===== config.mk =====
export PLATFORM = sky130hd
export DESIGN_NAME = seg_scan_ctrl
export DESIGN_NICKNAME = d
export VERILOG_FILES = /design/src/rtl/seg_pkg.sv /design/src/rtl/hex_to_seg.sv /design/src/rtl/seg_scan_ctrl.sv
export SDC_FILE = /design/constraint.sdc
export NUM_CORES = 1
export LEC_CHECK = 0
export CORE_MARGIN = 1.5
export CORE_UTILIZATION = 25
export CTS_BUF_LIST = sky130_fd_sc_hd__clkbuf_8
export DETAILED_ROUTE_END_ITERATION = 7
export PLACE_DENSITY = 0.5
export SYNTH_ARGS = -nofsm -noshare
export SYNTH_HDL_FRONTEND = slang
export SYNTH_SLANG_ARGS = --single-unit

===== constraint.sdc =====
create_clock -name sysclk -period 2.7 [get_ports sysclk]
set_input_delay 0.27 -clock sysclk [delete_from_list [all_inputs] [get_ports sysclk]]
set_output_delay 0.27 -clock sysclk [all_outputs]
set_load 0.05 [all_outputs]

===== src/rtl/seg_pkg.sv =====
// Shared constants for the seven-segment scan controller:
// active-low segment patterns and scan FSM state encoding.
package seg_pkg;

    localparam logic [6:0] SEG_BLANK = 7'h7F;

    // {g,f,e,d,c,b,a}, active-low
    localparam logic [6:0] SEG_HEX [0:15] = '{
        7'h40, 7'h79, 7'h24, 7'h30,
        7'h19, 7'h12, 7'h02, 7'h78,
        7'h00, 7'h10, 7'h08, 7'h03,
        7'h46, 7'h21, 7'h06, 7'h0E
    };

    typedef enum logic [1:0] {
        IDLE  = 2'd0,
        BLANK = 2'd1,
        SHOW  = 2'd2
    } state_e;

endpackage


===== src/rtl/hex_to_seg.sv =====
// Hex nibble to active-low seven-segment pattern.
// Pure lookup into the shared pattern table.
module hex_to_seg
    import seg_pkg::*;
(
    input  logic [3:0] nib_i,
    output logic [6:0] seg_o
);

    // table lookup
    always_comb begin
        seg_o = SEG_HEX[nib_i];
    end

endmodule


===== src/rtl/seg_scan_ctrl.sv =====
// Round-robin scan scheduler for a common-anode multi-digit display.
// Optional macro LEADING_ZERO_BLANK_EN blanks leading zero digits.
module seg_scan_ctrl
    import seg_pkg::*;
#(
    parameter int CLK_HZ    = 100000000,
    parameter int SCAN_HZ   = 1000,
    parameter int DIGITS    = 8,
    parameter int GUARD_CYC = 1000
) (
    input  logic                  sysclk,
    input  logic                  rst_n,
    input  logic [4*DIGITS-1:0]   data_in,
    input  logic [DIGITS-1:0]     dp_in,
    input  logic [DIGITS-1:0]     digit_en,
    input  logic                  load,
    output logic                  upd_pending,
    output logic [DIGITS-1:0]     an,
    output logic [6:0]            seg,
    output logic                  dp,
    output logic                  frame_done
);

    localparam int P  = CLK_HZ / SCAN_HZ;
    localparam int PW = (P > 1) ? $clog2(P) : 1;
    localparam int GW = (GUARD_CYC > 1) ? $clog2(GUARD_CYC) : 1;
    localparam int IW = $clog2(DIGITS);
    localparam int DW = 4 * DIGITS;

    localparam logic [PW-1:0] P_LAST = PW'(P - 1);
    localparam logic [GW-1:0] G_LAST = GW'(GUARD_CYC - 1);
    localparam logic [IW-1:0] I_LAST = IW'(DIGITS - 1);

    logic [PW-1:0]     presc_q;
    logic              tick;

    state_e            state_q, state_d;
    logic [IW-1:0]     idx_q, idx_d;
    logic [GW-1:0]     guard_q, guard_d;
    logic              commit;
    logic              fd_d;

    logic [DW-1:0]     act_data_q, act_data_d;
    logic [DIGITS-1:0] act_dp_q, act_dp_d;
    logic [DW-1:0]     pend_data_q, pend_data_d;
    logic [DIGITS-1:0] pend_dp_q, pend_dp_d;
    logic              upd_q, upd_d;

    logic [DIGITS-1:0] an_q, an_d;
    logic [6:0]        seg_q, seg_d;
    logic              dp_q, dp_d;
    logic              fd_q;

    logic [3:0]        cur_nib;
    logic [6:0]        cur_seg;
    logic [DIGITS-1:0] lzb_vec;

    // free-running slot prescaler, tick on last count
    always_ff @(posedge sysclk or negedge rst_n) begin
        if (!rst_n) begin
            presc_q <= '0;
        end else if (presc_q == P_LAST) begin
            presc_q <= '0;
        end else begin
            presc_q <= presc_q + 1'b1;
        end
    end

    assign tick = (presc_q == P_LAST);

    // scan FSM state register
    always_ff @(posedge sysclk or negedge rst_n) begin
        if (!rst_n) begin
            state_q <= IDLE;
            idx_q   <= '0;
            guard_q <= '0;
        end else begin
            state_q <= state_d;
            idx_q   <= idx_d;
            guard_q <= guard_d;
        end
    end

    // scan FSM next state; commit at start-up and on each frame wrap
    always_comb begin
        state_d = state_q;
        idx_d   = idx_q;
        guard_d = guard_q;
        commit  = 1'b0;
        fd_d    = 1'b0;
        unique case (state_q)
            IDLE: begin
                if (tick) begin
                    state_d = BLANK;
                    idx_d   = '0;
                    guard_d = '0;
                    commit  = 1'b1;
                end
            end
            BLANK: begin
                if (guard_q == G_LAST) begin
                    state_d = SHOW;
                end else begin
                    guard_d = guard_q + 1'b1;
                end
            end
            SHOW: begin
                if (tick) begin
                    state_d = BLANK;
                    guard_d = '0;
                    if (idx_q == I_LAST) begin
                        idx_d  = '0;
                        fd_d   = 1'b1;
                        commit = 1'b1;
                    end else begin
                        idx_d = idx_q + 1'b1;
                    end
                end
            end
            default: begin
                state_d = IDLE;
            end
        endcase
    end

    // double buffer; a load coinciding with a commit bypasses pending
    always_comb begin
        act_data_d  = act_data_q;
        act_dp_d    = act_dp_q;
        pend_data_d = pend_data_q;
        pend_dp_d   = pend_dp_q;
        upd_d       = upd_q;
        if (load && commit) begin
            act_data_d  = data_in;
            act_dp_d    = dp_in;
            pend_data_d = data_in;
            pend_dp_d   = dp_in;
            upd_d       = 1'b0;
        end else if (load) begin
            pend_data_d = data_in;
            pend_dp_d   = dp_in;
            upd_d       = 1'b1;
        end else if (commit && upd_q) begin
            act_data_d = pend_data_q;
            act_dp_d   = pend_dp_q;
            upd_d      = 1'b0;
        end
    end

    // buffer registers
    always_ff @(posedge sysclk or negedge rst_n) begin
        if (!rst_n) begin
            act_data_q  <= '0;
            act_dp_q    <= '0;
            pend_data_q <= '0;
            pend_dp_q   <= '0;
            upd_q       <= 1'b0;
        end else begin
            act_data_q  <= act_data_d;
            act_dp_q    <= act_dp_d;
            pend_data_q <= pend_data_d;
            pend_dp_q   <= pend_dp_d;
            upd_q       <= upd_d;
        end
    end

    assign cur_nib = act_data_q[{idx_q, 2'b00} +: 4];

    hex_to_seg u_hex (
        .nib_i (cur_nib),
        .seg_o (cur_seg)
    );

`ifdef LEADING_ZERO_BLANK_EN
    logic zero_run;

    // a digit is blank when it and every higher digit are zero
    always_comb begin
        zero_run = 1'b1;
        lzb_vec  = '0;
        for (int k = DIGITS - 1; k >= 0; k--) begin
            zero_run   = zero_run & (act_data_q[4*k +: 4] == 4'h0);
            lzb_vec[k] = zero_run & (k != 0);
        end
    end
`else
    assign lzb_vec = '0;
`endif

    // display drive decoded from the current state and index
    always_comb begin
        an_d  = '1;
        seg_d = SEG_BLANK;
        dp_d  = 1'b1;
        if (state_q == SHOW) begin
            seg_d = cur_seg;
            dp_d  = ~act_dp_q[idx_q];
            if (digit_en[idx_q]) begin
                an_d[idx_q] = 1'b0;
            end
            if (lzb_vec[idx_q]) begin
                an_d  = '1;
                seg_d = SEG_BLANK;
                dp_d  = 1'b1;
            end
        end
    end

    // registered outputs, blank on reset
    always_ff @(posedge sysclk or negedge rst_n) begin
        if (!rst_n) begin
            an_q  <= '1;
            seg_q <= SEG_BLANK;
            dp_q  <= 1'b1;
            fd_q  <= 1'b0;
        end else begin
            an_q  <= an_d;
            seg_q <= seg_d;
            dp_q  <= dp_d;
            fd_q  <= fd_d;
        end
    end

    assign an          = an_q;
    assign seg         = seg_q;
    assign dp          = dp_q;
    assign frame_done  = fd_q;
    assign upd_pending = upd_q;

endmodule

==> impl_metrics.json <==
{
  "vias_per_cell": 4.488,
  "cts_buffers": 17,
  "grt-ovfl-total": 0,
  "setup_ws_ps": 226.5,
  "crit_path_end_kind": "flop",
  "relSlewSlack": 0.4346,
  "hold-path-cell-count": 3,
  "cts.sinks": 130,
  "grt_max_degree": 50,
  "cts_buffer_depth": 2,
  "track_usage": 0.1106,
  "post-route-util": 0.3201,
  "worst_path_max_delay_cell": "or4_1",
  "rr_startpoint": "presc_q[11]$_DFF_PN0_",
  "vias": 3707,
  "crit_buf_inv": 1,
  "status": "complete, no violations",
  "start_util": 0.2552,
  "max_freq_mhz": 404.3,
  "hold_slack_ps": 245.5,
  "vdd.ir_drop.worst_mv": 0.2223,
  "cts_tree": "yes",
  "syn_avg_cell_area_um2": 12.93,
  "synth_area_um2": 5778,
  "synth_cell_types": 44,
  "hold_path_class": "in2reg",
  "path_delay_family": "simple AND/OR/NAND/NOR gates",
  "cts_setup_buffers": 0,
  "grt_antenna_before_repair": 0,
  "nets": 589,
  "critPathKind": "reg2reg",
  "synthTopCellsByArea": "dfrtp_1 49%, mux2_2 14%, dfstp_2 7.3%, mux4_2 3.5%, nor2_1 2.5%",
  "layout-drive-gt1-share": 0.2791,
  "grt_pass1_vias": 3965,
  "fin_cells": 826,
  "fin_crit_sh": 0.9161,
  "hold_viol": 0,
  "wl_per_cell_um": 14.84,
  "yosysSeqAreaShare": 0.5665,
  "crit-reg2reg-capture": "act_data_q[21]$_DFFE_PN0P_",
  "fin_skew_ps": 10.81,
  "multi_input_area_um2": 2364,
  "die_area_um2": 24030,
  "place_ws_ps": 226.9,
  "drt_first_pass_iters": 5,
  "hold_buffers": 1,
  "wl_mm": 12.26,
  "place.gp.congestion": 0.7831,
  "place_hpwl_mm": 8.824,
  "die_w_um": 155.0,
  "io_buffers": 68,
  "dr.first_iter.drc_count": 146,
  "core_area_um2": 22640,
  "rsz0062_at_grt": "no",
  "io_pins": 69,
  "die_h_um": 155.0,
  "worstHoldStart": "load",
  "yosys_warnings": 0,
  "worst_path_largest_cell_delay_ps": 600,
  "regArea_um2": 3273,
  "layout_min_cycle_time_ps": 2474,
  "n_antenna_cell": 0,
  "clockRootBuffer": "clkbuf_8",
  "nFillCells": 2223,
  "synth-seq-cells": 130,
  "setup_viol": 0,
  "ant_nets": 0,
  "tightestPinTransition_ps": 846.4,
  "critPathLaunchType": "flop",
  "row_count": 55,
  "ctsHtreeMaxLevel": 4,
  "crit_path_cell_trace": "or4_1 > nor4_4 > nand2_2 > nor3_4 > buf_12 > mux2_2",
  "yosysTopAreaCellShare": 0.4937,
  "drv_slew": 0,
  "setup.worst_path.start": "presc_q[11]$_DFF_PN0_",
  "final_area_um2": 7248,
  "place_inst": 793,
  "area_growth_pct": 25.44,
  "r2r_slack_ps": 230,
  "synthesis.nets": 508,
  "clk_pin_slew_ps": 80,
  "yosysTopAreaCell": "dfrtp_1",
  "cts_resized": 0,
  "power_density_nw_per_um2": 546.4,
  "min_to": "act_data_q[29]$_DFFE_PN0P_",
  "crit_required_ps": 3030,
  "cellLeakagePower_nw": 3.109,
  "crit_arrival_ps": 2800,
  "grt_pass1_wl_mm": 20.47,
  "maxCapViolations": 0,
  "critical_path.max_fanout": 36,
  "clk_latency_ps": 440,
  "r2r_cells": 6,
  "power_mw": 3.960,
  "syn_inst": 447,
  "dpl_cell_area_um2": 6847,
  "tns_ps": 0,
  "drc_errors": 0
}
[kinds of logic (layout without fill, tap and decap cells)]
group	Yosys count	in the layout	synth area share
flops	130	130	0.5665
fa+ha+maj	10	10	0.02165
xor+xnor	23	23	0.03486
compound gates	26	26	0.02988
mux	98	98	0.2064
buf+inv	31	125	0.02447
simple gates	129	129	0.1163
[metal layers]
metal  global-route usage  share of wire  vias to the layer above
met4              0.04853          0.020                        0
met3              0.03315          0.046                       14
met5                    0              0                        -
li1                     -              -                     1751
met2               0.1710           0.47                       91
met1               0.1432           0.47                     1851
[flip-flops by register name, indices dropped and copies added (netlist names), 7 cells and up]
signal       count
act_data_q      32
act_dp_q         8
an               8
guard_q         10
pend_data_q     32
pend_dp_q        8
presc_q         17
seg              7
[cells in the mapped netlist (all sizes together)]
master  number
mux2        79
a311oi       1
clkbuf      15
and2         1
or4          1
nand4b       1
mux2i       10
nand2b       6
o22ai        1
nor4         2
a41oi        4
or2          1
xnor2        8
and2b        1
and4         3
nand2       23
o221ai       3
nand4       11
or4b         1
a31oi        2
dfstp       16
inv         10
dfrtp      114
nor2        39
xor2        15
nor3        10
a22o         1
nor4bb       1
a21oi        7
mux4         9
nand3       13
ha          10
o21ai        5
or3          1
and3         5
nor2b        9
o211ai       2
buf          6
[cells in the final DEF (no fill, tap or decap), drive strengths merged, types with 3 or more instances in the layout]
master / instances
o221ai: 3
mux2: 79
dfrtp: 114
mux4: 9
dfstp: 16
nor2b: 9
clkinv: 4
o21ai: 5
buf: 16
xor2: 15
and4: 3
and3: 5
clkdlybuf4s50: 66
nand2b: 6
inv: 17
nand3: 13
a21oi: 7
mux2i: 10
nand2: 23
a41oi: 4
nor2: 39
clkbuf: 18
nor3: 10
nand4: 11
ha: 10
xnor2: 8
[worst min-delay path, delay by kind of cell]
family                 cells  cell delay [ps]
and+or+nand+nor            2              190
buffers and inverters      1              190
[worst max path at each step]
stage | to | slack [ps] | cells after the start
global route | act_data_q[2]$_DFFE_PN0P_ | 110 | 6
floorplan | seg[3]$_DFF_PN1_ | 230 | 9
CTS | act_data_q[3]$_DFFE_PN0P_ | 220 | 6
finish | act_data_q[21]$_DFFE_PN0P_ | 230 | 6
global placement | act_data_q[23]$_DFFE_PN0P_ | 290 | 6
detailed placement | act_data_q[22]$_DFFE_PN0P_ | 230 | 6
[power by group]
part	switching, mW	total [mW]	internal, mW
Combinational	0.125	0.285	0.160
Sequential	0.0297	2.06	2.03
Clock	0.834	1.61	0.780
Total	0.989	3.96	2.97
[cell type report]
type                    count  share of cell area
multi-input cells         286              0.3261
flip-flops and latches    130              0.4516
clock inverters            14             0.01985
inverters                  10            0.005179
clock buffers              18             0.03418
well taps                 285             0.04920
repair buffers             83              0.1139
(Power assumes the default switching activity.)
==> variant: new RTL, same settings <==
`DIGITS`: 8 -> 4.
--- a/src/rtl/seg_scan_ctrl.sv
+++ b/src/rtl/seg_scan_ctrl.sv
@@ -6,5 +6,5 @@
     parameter int CLK_HZ    = 100000000,
     parameter int SCAN_HZ   = 1000,
-    parameter int DIGITS    = 8,
+    parameter int DIGITS    = 4,
     parameter int GUARD_CYC = 1000
 ) (
Ports: changed (resized an, data_in, digit_en and dp_in); port bits go from 69 to 41. The function was not compared with the original's and may differ.
==> variant against the unedited design <==
  * Worst setup slack improved by 0.19 ns
  * Maximum frequency increased by 8.3%
  * Sequential cell count decreased by 45
  * Routed wire length decreased by 39%
  * Clock power decreased by 38%
  * Design area decreased by 34%
  * Power decreased by 39%
  * Synthesized area decreased by 32%
  * Via count decreased by 33%
  * Highest routed layer unchanged
==> variant: results (changes against the unedited design) <==
| Metric | Value |
|---|---|
| FF-to-FF End | act_data_q[8] |
| WL met2 | 3363 microns (-41%) |
| Period minus WS final | 2.285 ns (-0.1888 ns) |
| Leakage power total | 2.027 nW (-35%) |
| Met1 Use GR | 13.94% (-0.38 points) |
| Reg2Reg Setup Slack | 0.42 ns (+0.19 ns) |
| Biggest registers after layout | presc_q: 17 flops, act_data_q: 16 flops, pend_data_q: 16 flops |
| Filler instances | 1,562 (-30%) |
| Total global-route track usage | 9.798% (-1.3 points) |
| Port buffer count | 40 (-41%) |
| First-pass GRT wire length | 12,750 microns (-38%) |
| Register-to-Register Path Depth | 5 (-1) |
| Global Route met2 Usage | 14.72% (-2.4 points) |
| CTS Buf Count | 9 (-8) |
| Synth cell count leaders | 73 x dfrtp_1, 22 x nor2_1, 21 x mux2_2 |
| Synth unique cells | 40 (-9.1%) |
| Well Taps | 211 (-26%) |
| Met3 Track Usage GR | 1.746% (-1.6 points) |
| Data buffer area share | 9.034% (-2.4 points) |
| Worst path arrival time | 2.51 ns (-0.29 ns) |
| Outcome | finished clean |
| Non-clk invs | 9 (-1) |
| Via count of the first global-routing pass | 2,550 (-36%) |
| Met3 wire len | 234 microns (-59%) |
| Final nets | 396 (-33%) |
| Worst-Margin Slew | 0.9737 ns (+0.1273 ns) |
| Final instance area | 4820 sq um (-34%) |
| Drt pass-1 iters | 6 (+1) |
| Crit path max-delay cell type | or4b_4 |
| Final WL | 7457 microns (-39%) |
| VDD IR-drop max | 0.2198 mV (-1.1%) |
| Top post-synthesis cells by area | dfrtp_1 46%, dfstp_2 8.0%, mux2_4 7.6% |
| Worst min path class | in -> async |
| Register area share after synthesis | 54.14% (-2.5 points) |
| WL met1 | 3740 microns (-34%) |
| Clock Skew | 0.009970 ns (-0.0008405 ns) |
| DRT iter0 DRCs | 186 (+27%) |
| Hold_ws | 0.07758 ns (-0.1679 ns) |
| Syn Nets | 350 (-31%) |
| Via-to-Cell Ratio | 4.305 (-4.1%) |
| Cell count after synthesis | 311 (-30%) |
[variant: cell count changes after synthesis, moves of 5 or more]
| cell | before | now |
|---|---|---|
| nor2b_1 | 9 | 2 |
| o21ai_0 | 5 | 11 |
| xnor2_1 | 8 | 14 |
| mux2_4 | 0 | 20 |
| nand4_1 | 11 | 4 |
| dfrtp_1 | 114 | 73 |
| nor2_1 | 39 | 22 |
| xor2_1 | 15 | 5 |
| clkbuf_1 | 15 | 6 |
| mux2_1 | 5 | 0 |
| mux2_2 | 74 | 21 |
| nor4_1 | 1 | 6 |
[variant: kinds of logic after synthesis]
logic type | synth area share, %
simple gates | 12.71
flops | 54.14
mux | 18.75
compound gates | 3.985
xor+xnor | 4.206
buf+inv | 2.403
fa+ha+maj | 3.795
[variant: power breakdown]
part | total [W] | internal (W) | switching [W]
clock network | 0.000999 | 0.000545 | 0.000454
logic | 0.000117 | 0.0000634 | 0.0000534
registers | 0.00131 | 0.00130 | 0.00000637
total | 0.00242 | 0.00191 | 0.000514
